### src/rtl/adder_arbiter_if.sv
// adder_arbiter_if: request, shared-adder and response signals of adder_arbiter (rsp_overflow only with ADDER_ARBITER_OVF_EN)
interface adder_arbiter_if #(
   parameter int REQ_NUM = 4,
   parameter int DATA_WIDTH = 4
);
   localparam int ID_WIDTH = $clog2(REQ_NUM);
   logic [REQ_NUM-1:0] req_valid;
   logic [REQ_NUM-1:0] req_ready;
   logic [REQ_NUM*DATA_WIDTH-1:0] req_a;
   logic [REQ_NUM*DATA_WIDTH-1:0] req_b;
   logic [DATA_WIDTH-1:0] adder_a;
   logic [DATA_WIDTH-1:0] adder_b;
   logic [DATA_WIDTH-1:0] adder_sum;
   logic rsp_valid;
   logic rsp_ready;
   logic [ID_WIDTH-1:0] rsp_id;
   logic [DATA_WIDTH-1:0] rsp_sum;
`ifdef ADDER_ARBITER_OVF_EN
   logic rsp_overflow;
   modport master (
      output req_valid, req_a, req_b, adder_sum, rsp_ready,
      input req_ready, adder_a, adder_b, rsp_valid, rsp_id, rsp_sum, rsp_overflow
   );
   modport slave (
      input req_valid, req_a, req_b, adder_sum, rsp_ready,
      output req_ready, adder_a, adder_b, rsp_valid, rsp_id, rsp_sum, rsp_overflow
   );
`else
   modport master (
      output req_valid, req_a, req_b, adder_sum, rsp_ready,
      input req_ready, adder_a, adder_b, rsp_valid, rsp_id, rsp_sum
   );
   modport slave (
      input req_valid, req_a, req_b, adder_sum, rsp_ready,
      output req_ready, adder_a, adder_b, rsp_valid, rsp_id, rsp_sum
   );
`endif
endinterface

### src/rtl/adder_arbiter.sv
// adder_arbiter: round-robin sharing of one combinational adder among REQ_NUM requesters; ADDER_ARBITER_OVF_EN adds rsp_overflow
module adder_arbiter #(
   parameter int REQ_NUM = 4,
   parameter int DATA_WIDTH = 4
) (
   input logic clk,
   input logic rst,
   adder_arbiter_if.slave bus
);
   localparam int ID_WIDTH = $clog2(REQ_NUM);
   typedef enum logic [1:0] {IDLE, CALC, RESP} state_t;
   state_t state, state_nxt;
   logic [ID_WIDTH-1:0] rr_ptr;
   logic [ID_WIDTH-1:0] gnt_id;
   logic gnt_found;
   logic hs;
   logic [DATA_WIDTH-1:0] a_sel;
   logic [DATA_WIDTH-1:0] b_sel;
   int idx;

   // first valid requester searching upward from rr_ptr with wrap
   always_comb begin
      gnt_found = 1'b0;
      gnt_id = '0;
      idx = 0;
      for (int k = 0; k < REQ_NUM; k++) begin
         idx = int'(rr_ptr) + k;
         idx = idx >= REQ_NUM ? idx - REQ_NUM : idx;
         if (!gnt_found && bus.req_valid[ID_WIDTH'(idx)]) begin
            gnt_found = 1'b1;
            gnt_id = ID_WIDTH'(idx);
         end
      end
   end

   // operand mux for the winning requester
   always_comb begin
      a_sel = '0;
      b_sel = '0;
      for (int k = 0; k < REQ_NUM; k++) begin
         if (gnt_id == ID_WIDTH'(k)) begin
            a_sel = bus.req_a[k*DATA_WIDTH +: DATA_WIDTH];
            b_sel = bus.req_b[k*DATA_WIDTH +: DATA_WIDTH];
         end
      end
   end

   assign hs = state == IDLE && !rst && gnt_found;
   assign bus.req_ready = hs ? REQ_NUM'(1) << gnt_id : '0;
   assign bus.rsp_valid = state == RESP;

   // state register
   always_ff @(posedge clk) begin
      state <= rst ? IDLE : state_nxt;
   end

   // next state: IDLE -> CALC on grant, CALC -> RESP, RESP -> IDLE on rsp_ready
   always_comb begin
      state_nxt = state;
      state_nxt = state == IDLE ? (hs ? CALC : IDLE) :
                  state == CALC ? RESP :
                  bus.rsp_ready ? IDLE : RESP;
   end

   // grant capture into operand registers, result capture in CALC
   always_ff @(posedge clk) begin
      if (rst) begin
         rr_ptr <= '0;
         bus.adder_a <= '0;
         bus.adder_b <= '0;
         bus.rsp_id <= '0;
         bus.rsp_sum <= '0;
`ifdef ADDER_ARBITER_OVF_EN
         bus.rsp_overflow <= 1'b0;
`endif
      end else begin
         if (hs) begin
            bus.adder_a <= a_sel;
            bus.adder_b <= b_sel;
            bus.rsp_id <= gnt_id;
            rr_ptr <= gnt_id == ID_WIDTH'(REQ_NUM - 1) ? '0 : gnt_id + ID_WIDTH'(1);
         end
         if (state == CALC) begin
            bus.rsp_sum <= bus.adder_sum;
`ifdef ADDER_ARBITER_OVF_EN
            bus.rsp_overflow <= bus.adder_sum < bus.adder_a;
`endif
         end
      end
   end
endmodule

### src/flat_wrapper.sv
// flat-port wrapper written by rule: the top's interface ports become plain ports
module adder_arbiter_flat 
#(
   parameter int REQ_NUM = 4,
   parameter int DATA_WIDTH = 4
)
  (clk, rst, bus_req_valid, bus_req_a, bus_req_b, bus_adder_sum, bus_rsp_ready, bus_req_ready, bus_adder_a, bus_adder_b, bus_rsp_valid, bus_rsp_id, bus_rsp_sum);
  adder_arbiter_if #(.REQ_NUM(REQ_NUM), .DATA_WIDTH(DATA_WIDTH)) bus_i ();
  input logic clk;
  input logic rst;
  input wire logic [$bits(bus_i.req_valid)-1:0] bus_req_valid;
  input wire logic [$bits(bus_i.req_a)-1:0] bus_req_a;
  input wire logic [$bits(bus_i.req_b)-1:0] bus_req_b;
  input wire logic [$bits(bus_i.adder_sum)-1:0] bus_adder_sum;
  input wire logic [$bits(bus_i.rsp_ready)-1:0] bus_rsp_ready;
  output wire logic [$bits(bus_i.req_ready)-1:0] bus_req_ready;
  output wire logic [$bits(bus_i.adder_a)-1:0] bus_adder_a;
  output wire logic [$bits(bus_i.adder_b)-1:0] bus_adder_b;
  output wire logic [$bits(bus_i.rsp_valid)-1:0] bus_rsp_valid;
  output wire logic [$bits(bus_i.rsp_id)-1:0] bus_rsp_id;
  output wire logic [$bits(bus_i.rsp_sum)-1:0] bus_rsp_sum;
  assign bus_i.req_valid = bus_req_valid;
  assign bus_i.req_a = bus_req_a;
  assign bus_i.req_b = bus_req_b;
  assign bus_i.adder_sum = bus_adder_sum;
  assign bus_i.rsp_ready = bus_rsp_ready;
  assign bus_req_ready = bus_i.req_ready;
  assign bus_adder_a = bus_i.adder_a;
  assign bus_adder_b = bus_i.adder_b;
  assign bus_rsp_valid = bus_i.rsp_valid;
  assign bus_rsp_id = bus_i.rsp_id;
  assign bus_rsp_sum = bus_i.rsp_sum;
  adder_arbiter #(.REQ_NUM(REQ_NUM), .DATA_WIDTH(DATA_WIDTH)) u_core (.clk(clk), .rst(rst), .bus(bus_i));
endmodule
### config.mk
export PLATFORM = sky130hd
export DESIGN_NAME = adder_arbiter_flat
export DESIGN_NICKNAME = d
export VERILOG_FILES = /design/src/rtl/adder_arbiter_if.sv /design/src/rtl/adder_arbiter.sv /design/src/flat_wrapper.sv
export SDC_FILE = /design/constraint.sdc
export NUM_CORES = 1
export LEC_CHECK = 0
export BUFFER_PORTS_ARGS = -buffer_cell sky130_fd_sc_hd__buf_4
export CAP_MARGIN = 15
export CORE_MARGIN = 2
export CORE_UTILIZATION = 45
export DETAILED_ROUTE_END_ITERATION = 16
export PLACE_DENSITY = 0.83
export RECOVER_POWER = 25
export SLEW_MARGIN = 15
export SYNTH_ARGS = -nofsm -noshare
export SYNTH_HDL_FRONTEND = slang
export SYNTH_SLANG_ARGS = --single-unit
### constraint.sdc
create_clock -name clk -period 5.9 [get_ports clk]
set_clock_uncertainty 0.2 [all_clocks]
set_input_delay 0.59 -clock clk [delete_from_list [all_inputs] [get_ports clk]]
set_output_delay 0.59 -clock clk [all_outputs]
set_load 0.05 [all_outputs]
==> flow_summary.ini <==
[route]
dr.pass1.iters = 4
drt_iter0_markers = 21
detail_route.vias_per_cell = 5.34
detail_route.drc_violations = 0
route.final.wire_length_um = 2970
dr_total_vias = 1116
routed_wire_length_per_instance_um = 14.2
ant_nets = 0

[sta]
worst_slew_margin_rel_pct = 59.9
setup_total_negative_slack_ps = 0
period_share_pct = 56.3
worst_slew_pin_slew_ps = 603
timing.final.hold_violations = 0
hold-worst-slack_ps = 270
number_of_max_slew_violations_in_the_final_report = 0
report.final.setup_viol = 0
rsz0062_at_grt = false
clock.fmax_ghz = 0.301
period_minus_slack_ps = 3320

[global_routing]
antenna_violations_before_repair = 0
grt_first_pass_wirelength_um = 4610
overflow = 0
first_global_vias = 1071
grt_usage_pct = 22.3
grt_start_max_net_pins = 22

[pwr]
fin_total_pwr_mw = 0.467
seqPwrFrac_pct = 33.5
p_per_area_nw_per_um2 = 307
switching_power_mw = 0.205
clock_power_share_pct = 12.9
irDropWorstVdd_v = 0.000226
power.switching_fraction_pct = 43.9
cellLeakagePower_nw = 0.676
comb_power_share_pct = 53.7
intPower_mw = 0.262

[cts]
clock_sink_count = 18
clock_tree_from_tritoncts = built
ctsHoldBuffers = 0
clock_latency_reported_for_the_late_side_of_the_worst_skew_pair_ps = 290
tritoncts.num_buffers = 3
cts.reportedPaths.clkPinSlew_ps = 100
post_cts_resized = 0
root_buffer = clkbuf_4
cts.htree.levels = 1
max-clock-path-buffers = 2
post_cts_buffers = 0

[yosys]
syn_inst = 123
ys_async_sr_fraction_pct = 0
ys.flop_type = dfxtp_1
synth-compound-area-share_pct = 23.0
number_of_enable_type_register_cells_in_the_synthesized_netlist = 0
multiplexer_fraction_of_the_synthesized_cell_area_pct = 4.66
yosys.area_share.adder_pct = 4.66
synth.avg_cell_area_sq_um = 8.73
yosys_register_bits = 18
synth_top_family_by_area = simple AND/OR/NAND/NOR gates
synth-xor-area-share_pct = 0
yosysSeqAreaShare_pct = 33.6
post_synthesis_cell_area_sq_um = 1070
synthDistinctLibCells = 35
yosys_warnings = 0
yosys.area_share.simple_pct = 27.9
syn_nets = 170

[job]
cap_viol_max_count = 0

[min_path]
hold_path_end = u_core.state[1]$_SDFF_PP0_
worst_hold_path_type = primary input to register
hold_start = bus_rsp_ready
hold_path_depth = 2

[critical_path]
minimum_setup_slack_among_reg_to_reg_paths_ps = 3020
critPathArrivalTime_ps = 2530
cp.required_ps = 5110
critical_path.slowest_cell = dfxtp_1
critical_path.endpoint_type = primary output
timing.critical_path.fanout_max = 9
rr_endpoint = u_core.bus.adder_a[1]$_SDFFE_PP0N_
delay_contributed_by_the_slowest_stage_of_the_critical_path_ps = 470
timing.critical_path.buf_inv = 2
worst-r2r-cell-count = 9
timing.critical_path.from_type = register
cp_common_cell = nor3_1
critPathKind = register to primary output
critical-path-top-delay-family = simple AND/OR/NAND/NOR gates
timing.critical_path.cells = mux2i_1 -> nor2_1 -> or2_1 -> nor3_1 -> ha_1 -> inv_1 -> nor3_1 -> buf_4
critical_path.reg2reg.startpoint = u_core.rr_ptr[1]$_SDFFE_PP0N_

[cells_and_area]
layout_overhead_on_the_synthesized_area_pct = 41.7
post_layout_net_count = 230
final.fill_count = 198
antenna_cells = 0
mostFrequentLayoutCell = buf_4
instances_no_fill = 209
most-common-layout-cells = 57 x buf_4, 18 x dfxtp_1, 12 x nor2_1
seq_area_sq_um = 360
multi_input_comb_area_sq_um = 646
drive_above_1_share_pct = 40.9

[place]
gp_congestion = 0.771
dp_cells = 206
hpwl_um = 2320
numPortBuffers = 61

[floorplan]
floorplan.rows = 17
ios = 62
design.die.area_sq_um = 2790
die_wd_um = 52.8
start_util_pct = 48.1
fp.coreArea_sq_um = 2230
fp.dieH_um = 52.8

[run_status]
run_status = finished clean
## state kept, by name, indices dropped and copies added, names as in the netlist
register	cells
u_core.bus.rsp_id	2
u_core.rr_ptr	2
u_core.bus.rsp_sum	4
u_core.bus.adder_a	4
u_core.bus.adder_b	4
u_core.state	2
## worst register-to-register path, stage by stage, from the launching register on
cell	delay, ps
dfxtp_1	470
mux2i_1	220
nor2_1	60
or2_1	220
nor3_1	270
ha_1	440
and2b_1	320
a221oi_1	310
o311a_1	220
nor3_1	50
## synthesized netlist by cell type (4+ instances only)
| master | n | area, sq um |
|---|---|---|
| nor2b_1 | 4 | 25.0 |
| a21oi_2 | 6 | 52.6 |
| a21oi_1 | 4 | 20.0 |
| dfxtp_1 | 18 | 360 |
| o22ai_1 | 6 | 37.5 |
| ha_1 | 4 | 50.1 |
| nor3_1 | 6 | 30.0 |
| nor2_1 | 12 | 45.0 |
| a221oi_1 | 8 | 70.1 |
| mux2i_1 | 5 | 50.1 |
| inv_1 | 4 | 15.0 |
| nand2_1 | 9 | 33.8 |
## per-layer routing
layer  global-route usage (%)  share of wire, %  vias to the layer above
met4                     6.41               1.1                        0
met1                     25.2                41                      499
li1                         -                 -                      571
met3                     4.29               5.8                        4
met2                     41.7                52                       42
met5                        0                 0                        -
## through the flow
step	worst slack, ps	instance area (sq um)	utilization (%)
2_1_floorplan	2400	1070	-
3_3_place_gp	2800	1510	67.8
3_5_place_dp	2710	1510	67.8
4_1_cts	2580	1540	68.8
5_1_grt	2380	1520	68.1
6_report	2580	1520	68.1
## worst max path at each step
stage                            end                           from  depth (start not counted)  slack [ps]
finish              bus_req_ready[3]  u_core.rr_ptr[1]$_SDFFE_PP0N_                          8        2580
global route        bus_req_ready[3]  u_core.rr_ptr[1]$_SDFFE_PP0N_                          8        2380
CTS                 bus_req_ready[3]  u_core.rr_ptr[1]$_SDFFE_PP0N_                          8        2580
detailed placement  bus_req_ready[3]               bus_req_valid[2]                          9        2710
global placement    bus_req_ready[3]               bus_req_valid[2]                          9        2800
floorplan           bus_req_ready[3]               bus_req_valid[2]                          8        2400
## cells by family after synthesis
logic type               Yosys count
AND/OR/NAND/NOR                   54
adder cells (fa/ha/maj)            4
flip-flops                        18
buffers and inverters             10
AO/OA/AOI/OAI                     32
multiplexers                       5
## power by group through the flow
stage	combinational [mW]	clock (mW)	sequential, mW
2_1_floorplan	0.129	0	0.212
3_3_place_gp	0.249	0	0.158
3_5_place_dp	0.253	0	0.159
4_1_cts	0.254	0.0600	0.156
5_1_grt	0.269	0.0649	0.159
6_report	0.251	0.0600	0.156
## layout make-up
class                   count  area share (%)
multi-input cells          95            42.4
well taps                  28            2.30
inverters                   4           0.987
flip-flops and latches     18            23.7
clock buffers               3            1.48
repair buffers             61            29.1
No activity file was read; power rests on OpenSTA's default activity.
